## config.mk

```make
export PLATFORM = sky130hd
export DESIGN_NAME = op_executor
export DESIGN_NICKNAME = d
export VERILOG_FILES = /design/src/rtl/calc_pkg.sv /design/src/rtl/op_seq_muldiv.sv /design/src/rtl/op_executor.sv
export SDC_FILE = /design/constraint.sdc
export NUM_CORES = 1
export LEC_CHECK = 0
export BUFFER_PORTS_ARGS = -buffer_cell sky130_fd_sc_hd__clkbuf_2
export CELL_PAD_IN_SITES_DETAIL_PLACEMENT = 1
export CELL_PAD_IN_SITES_GLOBAL_PLACEMENT = 2
export CORE_UTILIZATION = 30
export CTS_BUF_LIST = sky130_fd_sc_hd__clkbuf_16
export DETAILED_ROUTE_END_ITERATION = 16
export PLACE_DENSITY_LB_ADDON = 0.3
export SKIP_LAST_GASP = 1
export SYNTH_ARGS = -nofsm -noshare
export SYNTH_HDL_FRONTEND = slang
export SYNTH_SLANG_ARGS = --single-unit
```

## constraint.sdc

```tcl
create_clock -name clk_100MHz -period 3.5 [get_ports clk_100MHz]
set_clock_uncertainty 0.15 [all_clocks]
set_input_delay 0.525 -clock clk_100MHz [delete_from_list [all_inputs] [get_ports clk_100MHz]]
set_output_delay 0.525 -clock clk_100MHz [all_outputs]
set_load 0.05 [all_outputs]
```

## src/rtl/calc_pkg.sv

```systemverilog
// Shared calculator definitions: opcodes, FSM state encoding, iteration count
// and small decode/ALU helpers used by op_executor and calculator.
// Build option: OP_EXECUTOR_DIV_EN enables opcode 0x06 (DIV).
package calc_pkg;

   localparam logic [7:0] OP_ADD = 8'h00;
   localparam logic [7:0] OP_SUB = 8'h01;
   localparam logic [7:0] OP_AND = 8'h02;
   localparam logic [7:0] OP_OR  = 8'h03;
   localparam logic [7:0] OP_XOR = 8'h04;
   localparam logic [7:0] OP_MUL = 8'h05;
   localparam logic [7:0] OP_DIV = 8'h06;

   // MUL and DIV retire one result bit per cycle.
   localparam int ITER_N = 8;

   typedef enum logic [2:0] {
      ST_IDLE,
      ST_GET_A,
      ST_GET_B,
      ST_EXEC,
      ST_DONE
   } state_t;

   // Opcodes this build can execute; anything else is rejected in IDLE.
   function automatic logic op_known(input logic [7:0] op);
`ifdef OP_EXECUTOR_DIV_EN
      return (op <= OP_DIV);
`else
      return (op <= OP_MUL);
`endif
   endfunction

   // Single-cycle operations, all unsigned and wrapping at 8 bits.
   function automatic logic [7:0] alu_simple(input logic [7:0] op,
                                             input logic [7:0] a,
                                             input logic [7:0] b);
      logic [7:0] r;
      case (op)
         OP_ADD:  r = a + b;
         OP_SUB:  r = a - b;
         OP_AND:  r = a & b;
         OP_OR:   r = a | b;
         OP_XOR:  r = a ^ b;
         default: r = 8'h00;
      endcase
      return r;
   endfunction

endpackage

```

## src/rtl/op_seq_muldiv.sv

```systemverilog
// Bit-serial MUL/DIV engine: MSB-first shift-add multiplier and restoring
// divider that share one 8-bit adder and one 3-bit iteration counter.
// start_i loads the operands; done_o is high during the last iteration with
// result_o carrying the finished value for the caller to register.
// Build option: OP_EXECUTOR_DIV_EN adds the divider path.
module op_seq_muldiv
   import calc_pkg::*;
(
   input  logic       clk_i,
   input  logic       rst_ni,
   input  logic       start_i,
   input  logic       div_i,
   input  logic [7:0] a_i,
   input  logic [7:0] b_i,
   output logic       done_o,
   output logic [7:0] result_o
);

   logic       busy_q;
   logic [2:0] cnt_q;
   // x: product accumulator / partial remainder
   // y: multiplier bits (shifted out MSB first) / dividend in, quotient out
   // m: multiplicand / divisor
   logic [7:0] x_q, y_q, m_q;
   logic [7:0] x_d, y_d;
   logic [7:0] add_x, add_y;
   logic       add_cin;
   logic [8:0] sum;

`ifdef OP_EXECUTOR_DIV_EN
   logic is_div_q;
   logic quo_bit;

   // Select adder operands: accumulate for MUL, trial-subtract for DIV.
   always_comb begin
      if (is_div_q) begin
         add_x   = {x_q[6:0], y_q[7]};
         add_y   = ~m_q;
         add_cin = 1'b1;
      end else begin
         add_x   = {x_q[6:0], 1'b0};
         add_y   = y_q[7] ? m_q : 8'h00;
         add_cin = 1'b0;
      end
   end

   assign sum = {1'b0, add_x} + {1'b0, add_y} + {8'h00, add_cin};

   // Next iteration state; remainder bit 7 set means the shifted value is >= 256.
   always_comb begin
      quo_bit = 1'b0;
      if (is_div_q) begin
         quo_bit = x_q[7] | sum[8];
         x_d     = quo_bit ? sum[7:0] : add_x;
         y_d     = {y_q[6:0], quo_bit};
      end else begin
         x_d     = sum[7:0];
         y_d     = {y_q[6:0], 1'b0};
      end
   end

   assign result_o = is_div_q ? y_d : x_d;
`else
   logic unused_nodiv;

   // Multiplier-only operand selection.
   always_comb begin
      add_x   = {x_q[6:0], 1'b0};
      add_y   = y_q[7] ? m_q : 8'h00;
      add_cin = 1'b0;
   end

   assign sum = {1'b0, add_x} + {1'b0, add_y} + {8'h00, add_cin};

   // Multiplier-only next iteration state.
   always_comb begin
      x_d = sum[7:0];
      y_d = {y_q[6:0], 1'b0};
   end

   assign result_o     = x_d;
   assign unused_nodiv = ^{div_i, sum[8]};
`endif

   assign done_o = busy_q && (cnt_q == 3'(ITER_N - 1));

   // Iteration control: run ITER_N cycles after start, abandoned on reset.
   always_ff @(posedge clk_i or negedge rst_ni) begin
      if (!rst_ni) begin
         busy_q <= 1'b0;
         cnt_q  <= 3'd0;
      end else if (start_i) begin
         busy_q <= 1'b1;
         cnt_q  <= 3'd0;
      end else if (busy_q) begin
         cnt_q <= cnt_q + 3'd1;
         if (done_o) begin
            busy_q <= 1'b0;
         end
      end
   end

   // Operand load and per-iteration datapath update.
   always_ff @(posedge clk_i) begin
      if (start_i) begin
         x_q <= 8'h00;
`ifdef OP_EXECUTOR_DIV_EN
         is_div_q <= div_i;
         if (div_i) begin
            y_q <= a_i;
            m_q <= b_i;
         end else begin
            y_q <= b_i;
            m_q <= a_i;
         end
`else
         y_q <= b_i;
         m_q <= a_i;
`endif
      end else if (busy_q) begin
         x_q <= x_d;
         y_q <= y_d;
      end
   end

endmodule

```

## src/rtl/op_executor.sv

```systemverilog
// Byte-serial operation executor: collects opcode, operand A and operand B
// from a strobed byte stream, executes, and pulses result_valid for one cycle.
// Build option: OP_EXECUTOR_DIV_EN enables DIV (0x06); otherwise 0x06 is
// rejected as an unknown opcode and no divider is built.
module op_executor
   import calc_pkg::*;
(
   input  logic       clk_100MHz,
   input  logic       rst_n,
   input  logic       operation_enable,
   input  logic [7:0] data_in,
   output logic [7:0] data_out,
   output logic       result_valid,
   output logic       busy,
   output logic       error
);

   state_t     state_q;
   logic       armed_q;
   logic [7:0] data_out_q;
   logic       result_valid_q;
   logic       busy_q;
   logic       error_q;
   logic [7:0] op_q, a_q, b_q;

   logic       capture;
   logic       op_is_mul;
   logic       op_is_div;
   logic       op_iter;
   logic       div_by_zero;
   logic       md_start;
   logic       md_done;
   logic [7:0] md_result;

   // armed_q keeps the first edge after reset release from capturing.
   assign capture = operation_enable && armed_q &&
                    (state_q inside {ST_IDLE, ST_GET_A, ST_GET_B});

   assign op_is_mul = (op_q == OP_MUL);
`ifdef OP_EXECUTOR_DIV_EN
   assign op_is_div = (op_q == OP_DIV);
`else
   assign op_is_div = 1'b0;
`endif
   assign op_iter     = op_is_mul || op_is_div;
   assign div_by_zero = op_is_div && (data_in == 8'h00);
   assign md_start    = capture && (state_q == ST_GET_B) && op_iter && !div_by_zero;

   op_seq_muldiv u_muldiv (
      .clk_i    (clk_100MHz),
      .rst_ni   (rst_n),
      .start_i  (md_start),
      .div_i    (op_is_div),
      .a_i      (a_q),
      .b_i      (data_in),
      .done_o   (md_done),
      .result_o (md_result)
   );

   // Request sequencing FSM with registered result/status outputs.
   always_ff @(posedge clk_100MHz or negedge rst_n) begin
      if (!rst_n) begin
         state_q        <= ST_IDLE;
         armed_q        <= 1'b0;
         data_out_q     <= 8'h00;
         result_valid_q <= 1'b0;
         busy_q         <= 1'b0;
         error_q        <= 1'b0;
      end else begin
         armed_q        <= 1'b1;
         result_valid_q <= 1'b0;
         error_q        <= 1'b0;
         case (state_q)
            ST_IDLE: begin
               if (capture) begin
                  if (op_known(data_in)) begin
                     state_q <= ST_GET_A;
                  end else begin
                     state_q        <= ST_DONE;
                     data_out_q     <= 8'h00;
                     result_valid_q <= 1'b1;
                     error_q        <= 1'b1;
                     busy_q         <= 1'b1;
                  end
               end
            end
            ST_GET_A: begin
               if (capture) begin
                  state_q <= ST_GET_B;
               end
            end
            ST_GET_B: begin
               if (capture) begin
                  busy_q <= 1'b1;
                  if (div_by_zero) begin
                     state_q        <= ST_DONE;
                     data_out_q     <= 8'hFF;
                     result_valid_q <= 1'b1;
                     error_q        <= 1'b1;
                  end else begin
                     state_q <= ST_EXEC;
                  end
               end
            end
            ST_EXEC: begin
               if (!op_iter) begin
                  state_q        <= ST_DONE;
                  data_out_q     <= alu_simple(op_q, a_q, b_q);
                  result_valid_q <= 1'b1;
               end else if (md_done) begin
                  state_q        <= ST_DONE;
                  data_out_q     <= md_result;
                  result_valid_q <= 1'b1;
               end
            end
            ST_DONE: begin
               state_q <= ST_IDLE;
               busy_q  <= 1'b0;
            end
            default: begin
               state_q <= ST_IDLE;
               busy_q  <= 1'b0;
            end
         endcase
      end
   end

   // Capture opcode and operand bytes as they are accepted.
   always_ff @(posedge clk_100MHz) begin
      if (capture) begin
         case (state_q)
            ST_IDLE:  op_q <= data_in;
            ST_GET_A: a_q  <= data_in;
            ST_GET_B: b_q  <= data_in;
            default:  ;
         endcase
      end
   end

   assign data_out     = data_out_q;
   assign result_valid = result_valid_q;
   assign busy         = busy_q;
   assign error        = error_q;

endmodule

```

==> results.sh <==
export IMPL_synth_edff_count=40
export IMPL_grt_pass1_wl_mm=14.7
export IMPL_dr_pass1_iters=4
export IMPL_viasPerCell=4.87
export IMPL_synthToLayoutAreaGrowth_pct=16.1
export IMPL_crit_fanout=6
export IMPL_syn_inst=342
export IMPL_numCtsBuffers=9
export IMPL_async_flop_share_pct=28.8
export IMPL_multi_input_area_um2=1730
export IMPL_grt_usage_pct=15.6
export IMPL_ant_nets=0
export IMPL_met2_usage_pct=25.6
export IMPL_synthXorXnorAreaFrac_pct=4.75
export IMPL_avgSynthCellArea_um2=10.8
export IMPL_ir_drop_mv=0.272
export IMPL_die_area_um2=12700
export IMPL_root_buffer="clkbuf_16"
export IMPL_yosysTopAreaCell="edfxtp_1"
export IMPL_gp_congestion=0.802
export IMPL_grt_pass1_vias=2701
export IMPL_drive_above_1_share_pct=16.1
export IMPL_outcome="finished, final reports clean"
export IMPL_antenna_found_initial=0
export IMPL_holdWs_ns=0.00728
export IMPL_clkTransAtPathRegs_ns=0.06
export IMPL_synthesis_nets=387
export IMPL_finalHoldViolations=0
export IMPL_ioPinCount=22
export IMPL_ys_types=53
export IMPL_hp_class="in -> async"
export IMPL_grt_busiest_layer="met2"
export IMPL_tritoncts="yes"
export IMPL_placed_cell_area_um2=4000
export IMPL_fin_crit_sh_pct=83.5
export IMPL_clock_latency_ns=0.33
export IMPL_synth_top_area_share_pct=32.6
export IMPL_crit_buf_inv=1
export IMPL_synthTopCellsByCount="edfxtp_1, nand2_1, ha_1, nor2_1, inv_1"
export IMPL_drc_errors=0
export IMPL_num_antenna_cells=0
export IMPL_grt_util_met1_pct=20.7
export IMPL_fin_area_um2=4280
export IMPL_setup_worst_path_start_class="register"
export IMPL_yosysSeqAreaShare_pct=49.3
export IMPL_final_max_slew_viol_count=0
export IMPL_p_leak_uw=0.00180
export IMPL_power_density_nw_per_um2=417
export IMPL_crit_family="simple AND/OR/NAND/NOR gates"
export IMPL_yosysMostFrequentCell="edfxtp_1"
export IMPL_critPathMaxStageDelay_ns=0.45
export IMPL_max_freq_ghz=0.342
export IMPL_max_slew_margin_pct=51.1
export IMPL_cts_num_sinks=66
export IMPL_die_height_um=113
export IMPL_synthMuxAreaShare_pct=4.31
export IMPL_grt_start_max_net_pins=25
export IMPL_die_w_um=113
export IMPL_crit_type="reg -> reg"
export IMPL_slowest_stage="edfxtp_1"
export IMPL_ctsHtreeMaxLevel=3
export IMPL_coreArea_um2=12000
export IMPL_setup_viol=0
export IMPL_io_buffer_count=21
export IMPL_rsz0062_at_grt="no"
export IMPL_first_iter_violations=72
export IMPL_cp_arrival_ns=3.01
export IMPL_final_util_pct=35.6
export IMPL_post_cts_resized_instances=0
export IMPL_crit_top_cell="a21oi_1"
export IMPL_via_count=2559
export IMPL_synth_compound_area_share_pct=12.0
export IMPL_wl_mm=9.13
export IMPL_fin_nets=419
export IMPL_worst_pin_slew_ns=0.730
export IMPL_yosysWarnings=0
export IMPL_post_cts_setup_buffers=0
export IMPL_path_cells="nor4b_4 -> nand3_2 -> nor2_1 -> a21o_1 -> inv_1 -> ha_1 -> nor2b_1 -> o2111ai_1 -> and4b_1 -> a21oi_1 -> xnor2_1 -> a21oi_1 -> o31ai_2"
export IMPL_min_period_ns=2.92
export IMPL_clock_path_buffers=2
export IMPL_required_ns=3.59
export IMPL_yosys_top_cells_area="edfxtp_1, dfrtp_1, ha_1, xnor2_1, dfxtp_1"
export IMPL_synth_ff_type="edfxtp_1"
export IMPL_initial_utilization_pct=30.7
export IMPL_synth_top_family_by_area="simple AND/OR/NAND/NOR gates"
export IMPL_synth_fa_ha_area_share_pct=12.0
export IMPL_holdBufCountCts=0
export IMPL_critPathCaptureType="register"
export IMPL_finalSetupTns_ns=0
export IMPL_ff_latch_area_um2=1820
export IMPL_dp_hpwl_mm=7.11
export IMPL_met3_usage_pct=3.37
export IMPL_grt_ovfl_total=0
export IMPL_rows=40
export IMPL_nFillCells=1376
export IMPL_synth_simple_area_share_pct=13.6
export IMPL_wl_per_cell_um=17.3
export IMPL_syn_area_um2=3680
export IMPL_max_cap_viol_count=0
export IMPL_ys_seq_elements=66
-- report_power, final --
| group | switching [µW] | internal (µW) | leakage (µW) |
|---|---|---|---|
| clock | 350 | 482 | 0.000132 |
| combinational | 70.8 | 31.2 | 0.000994 |
| sequential | 11.7 | 839 | 0.000677 |
| total | 433 | 1350 | 0.00180 |
-- routing by layer --
metal / wire length (µm) / vias up
met5: 0 / -
met4: 123 / 0
met3: 176 / 9
met2: 4400 / 21
met1: 4420 / 1265
li1: - / 1264
-- cell usage in the layout (no fill, tap or decap), types with 3 or more instances in the layout --
cell type  instances
dfxtp_1            7
inv_1             24
inv_2              5
nor2_1            26
ha_1              32
nor3_1             3
dfrtp_1           19
mux2i_1            8
xor2_1             3
and3_1             3
a21o_1             4
xnor2_1           17
nand2_1           36
buf_4              8
o22ai_1            5
mux2_1             7
clkbuf_16          9
nor2b_1            3
a21oi_1           20
clkbuf_2          21
o21ai_0           20
nand3_1            6
edfxtp_1          40
and2_1             8
-- final timing paths --
path / slack, ns / depth (start not counted) / end / start
setup / recovery: 0.58 / 13 / data_out[7] / op_q[3]
hold / removal: 0.007 / 1 / state_q[2] / rst_n
setup reg to reg: 0.58 / 13 / data_out[7] / op_q[3]
hold reg to reg: 0.32 / 2 / data_out[5] / data_out[5]
max in group asynchronous: 2.84 / 1 / data_out[6] / rst_n
min in group clk_100MHz: 0.28 / 1 / op_q[0] / data_in[0]
-- stage by stage --
step	total power (µW)	setup WS [ns]	instances
2_1_floorplan	928	0.548	342
3_3_place_gp	968	0.686	510
3_5_place_dp	970	0.599	510
4_1_cts	1810	0.572	526
5_1_grt	1850	0.382	526
6_report	1780	0.579	526
-- final cells by class --
cell class | count | area share, %
clock buffer | 9 | 5.27
clock inverter | 7 | 1.20
inverter | 29 | 2.55
multi-input combinational | 239 | 40.3
sequential | 66 | 42.5
tap | 147 | 4.30
timing repair buffer | 29 | 3.86
-- cell families after synthesis --
kind of cell	Yosys count
AOI/OAI and AO/OA	69
xor gates and xnor gates	20
adders and majority gates	34
buffers and inverters	37
DFF	66
muxes	15
other	1
and+or+nand+nor	100
-- sequential cells by signal, indices dropped and copies added (netlist names) --
signal,cells
busy,1
u_muldiv.cnt_q,3
result_valid,1
armed_q,1
b_q,8
u_muldiv.x_q,7
u_muldiv.busy_q,1
error,1
state_q,3
a_q,8
data_out,8
u_muldiv.y_q,8
u_muldiv.m_q,8
op_q,8
No activity file was read; power rests on OpenSTA's default activity.
